$ cat config.mk
export PLATFORM = sky130hd
export DESIGN_NAME = id_ex_stage
export DESIGN_NICKNAME = d
export VERILOG_FILES = /design/src/rtl/id_ex_stage.sv
export SDC_FILE = /design/constraint.sdc
export NUM_CORES = 1
export LEC_CHECK = 0
export BUFFER_PORTS_ARGS = -buffer_cell sky130_fd_sc_hd__buf_2
export CORE_AREA = 3 3 140 142
export DETAILED_ROUTE_END_ITERATION = 10
export DIE_AREA = 0 0 143 145
export GPL_TIMING_DRIVEN = 1
export PLACE_DENSITY = 0.78
export SYNTH_ARGS = -nofsm -noshare
export SYNTH_HDL_FRONTEND = slang
export SYNTH_SLANG_ARGS = --single-unit
$ cat constraint.sdc
create_clock -name clk -period 4.2 [get_ports clk]
set_clock_uncertainty 0.15 [all_clocks]
set_input_delay 0.42 -clock clk [delete_from_list [all_inputs] [get_ports clk]]
set_output_delay 0.42 -clock clk [all_outputs]
set_load 0.02 [all_outputs]
$ cat src/rtl/id_ex_stage.sv
// ID/EX pipeline register for the 5-stage RV32I core: captures decoded operands,
// detects load-use hazards, and handles flush/hold and bubble accounting.
module id_ex_stage #(
    parameter int CTRL_W = 16
) (
    input  logic              clk,
    input  logic              rstn,
    input  logic              valid_id,
    input  logic [31:0]       pc_id,
    input  logic [4:0]        rs1_id,
    input  logic [4:0]        rs2_id,
    input  logic [4:0]        rd_id,
    input  logic              use_rs1_id,
    input  logic              use_rs2_id,
    input  logic [31:0]       read_data1_id,
    input  logic [31:0]       read_data2_id,
    input  logic [31:0]       imm_id,
    input  logic [CTRL_W-1:0] ctrl_id,
    input  logic              memread_id,
    input  logic              memwrite_id,
    input  logic              regwrite_id,
    input  logic              flush_ex,
    input  logic              hold_ex,
    output logic              stall_id,
    output logic              valid_ex,
    output logic [31:0]       pc_ex,
    output logic [4:0]        rs1_ex,
    output logic [4:0]        rs2_ex,
    output logic [4:0]        rd_ex,
    output logic [31:0]       rs1_data_ex,
    output logic [31:0]       rs2_data_ex,
    output logic [31:0]       imm_ex,
    output logic [CTRL_W-1:0] ctrl_ex,
    output logic              memread_ex,
    output logic              memwrite_ex,
    output logic              regwrite_ex,
    output logic [31:0]       bubble_count
);

    logic reads_rd_ex;
    logic load_use;
    logic insert_bubble;

    // rd_ex != 0 keeps reads of x0 from ever stalling.
    assign reads_rd_ex   = (use_rs1_id && (rs1_id == rd_ex)) ||
                           (use_rs2_id && (rs2_id == rd_ex));
    assign load_use      = valid_ex && memread_ex && (rd_ex != 5'd0) && valid_id && reads_rd_ex;
    assign stall_id      = hold_ex | (load_use & ~flush_ex);
    assign insert_bubble = flush_ex || load_use;

    always_ff @(posedge clk) begin
        if (!rstn) begin
            valid_ex     <= 1'b0;
            pc_ex        <= '0;
            rs1_ex       <= '0;
            rs2_ex       <= '0;
            rd_ex        <= '0;
            rs1_data_ex  <= '0;
            rs2_data_ex  <= '0;
            imm_ex       <= '0;
            ctrl_ex      <= '0;
            memread_ex   <= 1'b0;
            memwrite_ex  <= 1'b0;
            regwrite_ex  <= 1'b0;
            bubble_count <= '0;
        end else if (!hold_ex) begin
            if (insert_bubble) begin
                valid_ex     <= 1'b0;
                pc_ex        <= '0;
                rs1_ex       <= '0;
                rs2_ex       <= '0;
                rd_ex        <= '0;
                rs1_data_ex  <= '0;
                rs2_data_ex  <= '0;
                imm_ex       <= '0;
                ctrl_ex      <= '0;
                memread_ex   <= 1'b0;
                memwrite_ex  <= 1'b0;
                regwrite_ex  <= 1'b0;
                bubble_count <= bubble_count + 32'd1;
            end else begin
                // An empty ID slot still captures its fields, but never its side effects.
                valid_ex     <= valid_id;
                pc_ex        <= pc_id;
                rs1_ex       <= rs1_id;
                rs2_ex       <= rs2_id;
                rd_ex        <= rd_id;
                rs1_data_ex  <= read_data1_id;
                rs2_data_ex  <= read_data2_id;
                imm_ex       <= imm_id;
                ctrl_ex      <= ctrl_id;
                memread_ex   <= memread_id & valid_id;
                memwrite_ex  <= memwrite_id & valid_id;
                regwrite_ex  <= regwrite_id & valid_id;
            end
        end
    end

endmodule

==> impl_metrics.toml <==
[run_status]
status = "finished clean"

[logic_synthesis]
synth_cell_types = 35
synth_seq_area_share = 0.552
synth_top_family_by_area = "compound AO/OA/AOI/OAI gates"
synth_compound_area_frac = 0.231
synth_xor_area_frac = 0.0136
syn_avg_cell_area_um2 = 9.33
synthSimpleGateAreaFrac = 0.158
syn_inst = 759
synthAdderAreaFrac = 0.00177
syn_area_mm2 = 0.00708
ys_ff_latch = 195
synthMuxAreaShare = 0.00141
yosys_warnings = 0
synth_nets = 929

[routing]
avgViaCountPerCell = 5.27
first_pass_iters = 4
drtIter0Drc = 371
wire_per_inst_um = 16.6
drc = 0
vias = 7016
antenna_left = 0
drt_wl_total_mm = 22.1

[power]
clkPwrFrac = 0.403
power_density_mw_per_mm2 = 414
seqPwrFrac = 0.490
p_sw_frac = 0.276
peakVddDrop_v = 0.000258
p_leak_nw = 4.40
combPwrFrac = 0.107
p_sw_w = 0.00109
p_int_w = 0.00287

[timing]
tns_ns = 0
fin_crit_sh = 0.612
hold_ws_ns = 0.0708
finalMaxSlewViolations = 0
fmax_mhz = 389
post-route-min-period_ns = 2.57
final-setup-viol-count = 0
rsz0062_at_grt = "false"
relSlewSlack = 0.311
final-hold-violation-count = 0
tightest_slew_ns = 1.03

[clock_network]
cts_buffer_depth = 2
worstSkewPairLatency_ns = 0.43
cts_resized = 0
cts_sinks = 195
cts_tree = "done"
cts_made_buffers = 17
htreeDepth = 4
path_clk_slew_ns = 0.08
cts_setup_buffers = 0
hold_buffers = 0
cts-root-buf = "clkbuf_16"

[worst_setup_path]
start_kind = "flop"
arrival_ns = 2.76
worstPathMaxFanout = 13
required_ns = 4.39
critical_path_class = "flop to flop"
end_kind = "flop"

[global_route]
grt_util_all_layers = 0.202
grt_pass1_wl_mm = 33.7
antenna_found_initial = 1
grt_max_degree = 164
grt.overflow.total = 0
grt_pass1_vias = 6484

[finish]
layout_common_cells = "buf_2 (363), dfxtp_1 (195), nor2_1 (170), a22oi_1 (160), a21oi_1 (26)"
antennaDiodeCount = 0
layout_commonest_cell = "buf_2"
stdcell_area_mm2 = 0.00958
syn_to_final_growth_pct = 35.4
nets = 1254
drive_above_1_share = 0.372

[hold_path]
hold_path.class = "input pin to flop"

[die]
dieArea_mm2 = 0.0207
die_h_um = 145
initial_core_util = 0.381
fp.dieW_um = 143
design.core.area_mm2 = 0.0186
rows = 50
num_io_pins = 365

[place]
finalWeightedCongestion = 0.824
post_dp_cell_area_mm2 = 0.00900
hpwlAfterDp_mm = 15.7
portBuffers = 364

[run]
drv_cap = 0
[layer usage]
layer / vias up / wire length [µm] / global-route usage
met5: - / 13 / 0
li1: 3403 / - / -
met2: 272 / 11100 / 0.342
met3: 30 / 1790 / 0.0603
met4: 2 / 497 / 0.0718
met1: 3309 / 8760 / 0.242
[power groups by stage]
| stage | combinational [W] | clock [W] | sequential [W] |
|---|---|---|---|
| 6_report | 0.000425 | 0.00160 | 0.00194 |
| 5_1_grt | 0.000463 | 0.00172 | 0.00195 |
| 4_1_cts | 0.000429 | 0.00164 | 0.00194 |
| 3_5_place_dp | 0.000428 | 0 | 0.00198 |
| 3_3_place_gp | 0.000422 | 0 | 0.00198 |
| 2_1_floorplan | 0.000168 | 0 | 0.00206 |
[through the flow]
| step | total power [W] | setup slack [ns] | cells | utilization |
|---|---|---|---|---|
| floorplan | 0.00222 | 2.07 | 759 | - |
| global placement | 0.00240 | 1.55 | 1299 | 0.484 |
| detailed placement | 0.00241 | 1.49 | 1299 | 0.484 |
| CTS | 0.00401 | 1.62 | 1331 | 0.516 |
| global route | 0.00413 | 1.32 | 1331 | 0.516 |
| finish | 0.00396 | 1.63 | 1331 | 0.516 |
[state kept, by name (all words and copies together), names as in the netlist, 5 cells and up]
name	count
rs2_ex	5
bubble_count	32
imm_ex	32
rs1_ex	5
rd_ex	5
rs2_data_ex	32
rs1_data_ex	32
ctrl_ex	16
pc_ex	32
[cells in the mapped netlist, drive strengths merged]
cell	n	area, µm²
o21bai	1	7.51
nor2	170	638
ha	1	12.5
o31ai	14	105
nand3	14	70.1
inv	7	26.3
o41ai	3	26.3
a22oi	160	1200
clkbuf	40	150
buf	25	130
o311ai	3	26.3
a32oi	3	26.3
o21ai	12	60.1
nor3	3	15.0
and4	2	17.5
o211ai	1	7.51
a21oi	26	130
nor2b	1	6.26
or3	12	75.1
nand2b	3	18.8
dfxtp	195	3900
xor2	1	8.76
a211oi	1	7.51
or4	15	113
xnor2	10	87.6
nor4	1	6.26
o22ai	1	12.5
mux2i	1	10.0
a31oi	1	21.3
and3	6	37.5
nand4	8	50.1
nand2	18	70.1
[worst max-delay path: stages (launching register included)]
cell,delay (ns)
dfxtp_1,0.44
and4_1,0.29
nand4_1,0.40
nor2_1,0.37
nand2_2,0.18
or4_1,0.51
a21oi_1,0.16
[area by class of cell]
type                    count  area [µm²]
well taps                 234         293
inverters                   7        31.3
flip-flops and latches    195        3900
multi-input cells         492        2880
clock inverters            15         159
clock buffers              17         425
repair buffers            371        1890
fillers                  1753        9000
[kinds of logic after synthesis]
kind of cell	Yosys count
flops	195
buf+inv	72
mux	1
simple gates	253
fa+ha+maj	1
compound gates	226
xor+xnor	11
[worst paths after layout]
path	from	endpoint	slack (ns)	cells past startpoint
worst max-delay path	bubble_count[2]	bubble_count[23]	1.63	6
worst min-delay path	read_data2_id[17]	rs2_data_ex[17]	0.07	3
worst max register to register	bubble_count[2]	bubble_count[23]	1.63	6
worst min register to register	bubble_count[31]	bubble_count[31]	0.33	2
Power figures use the tool's default switching activity.
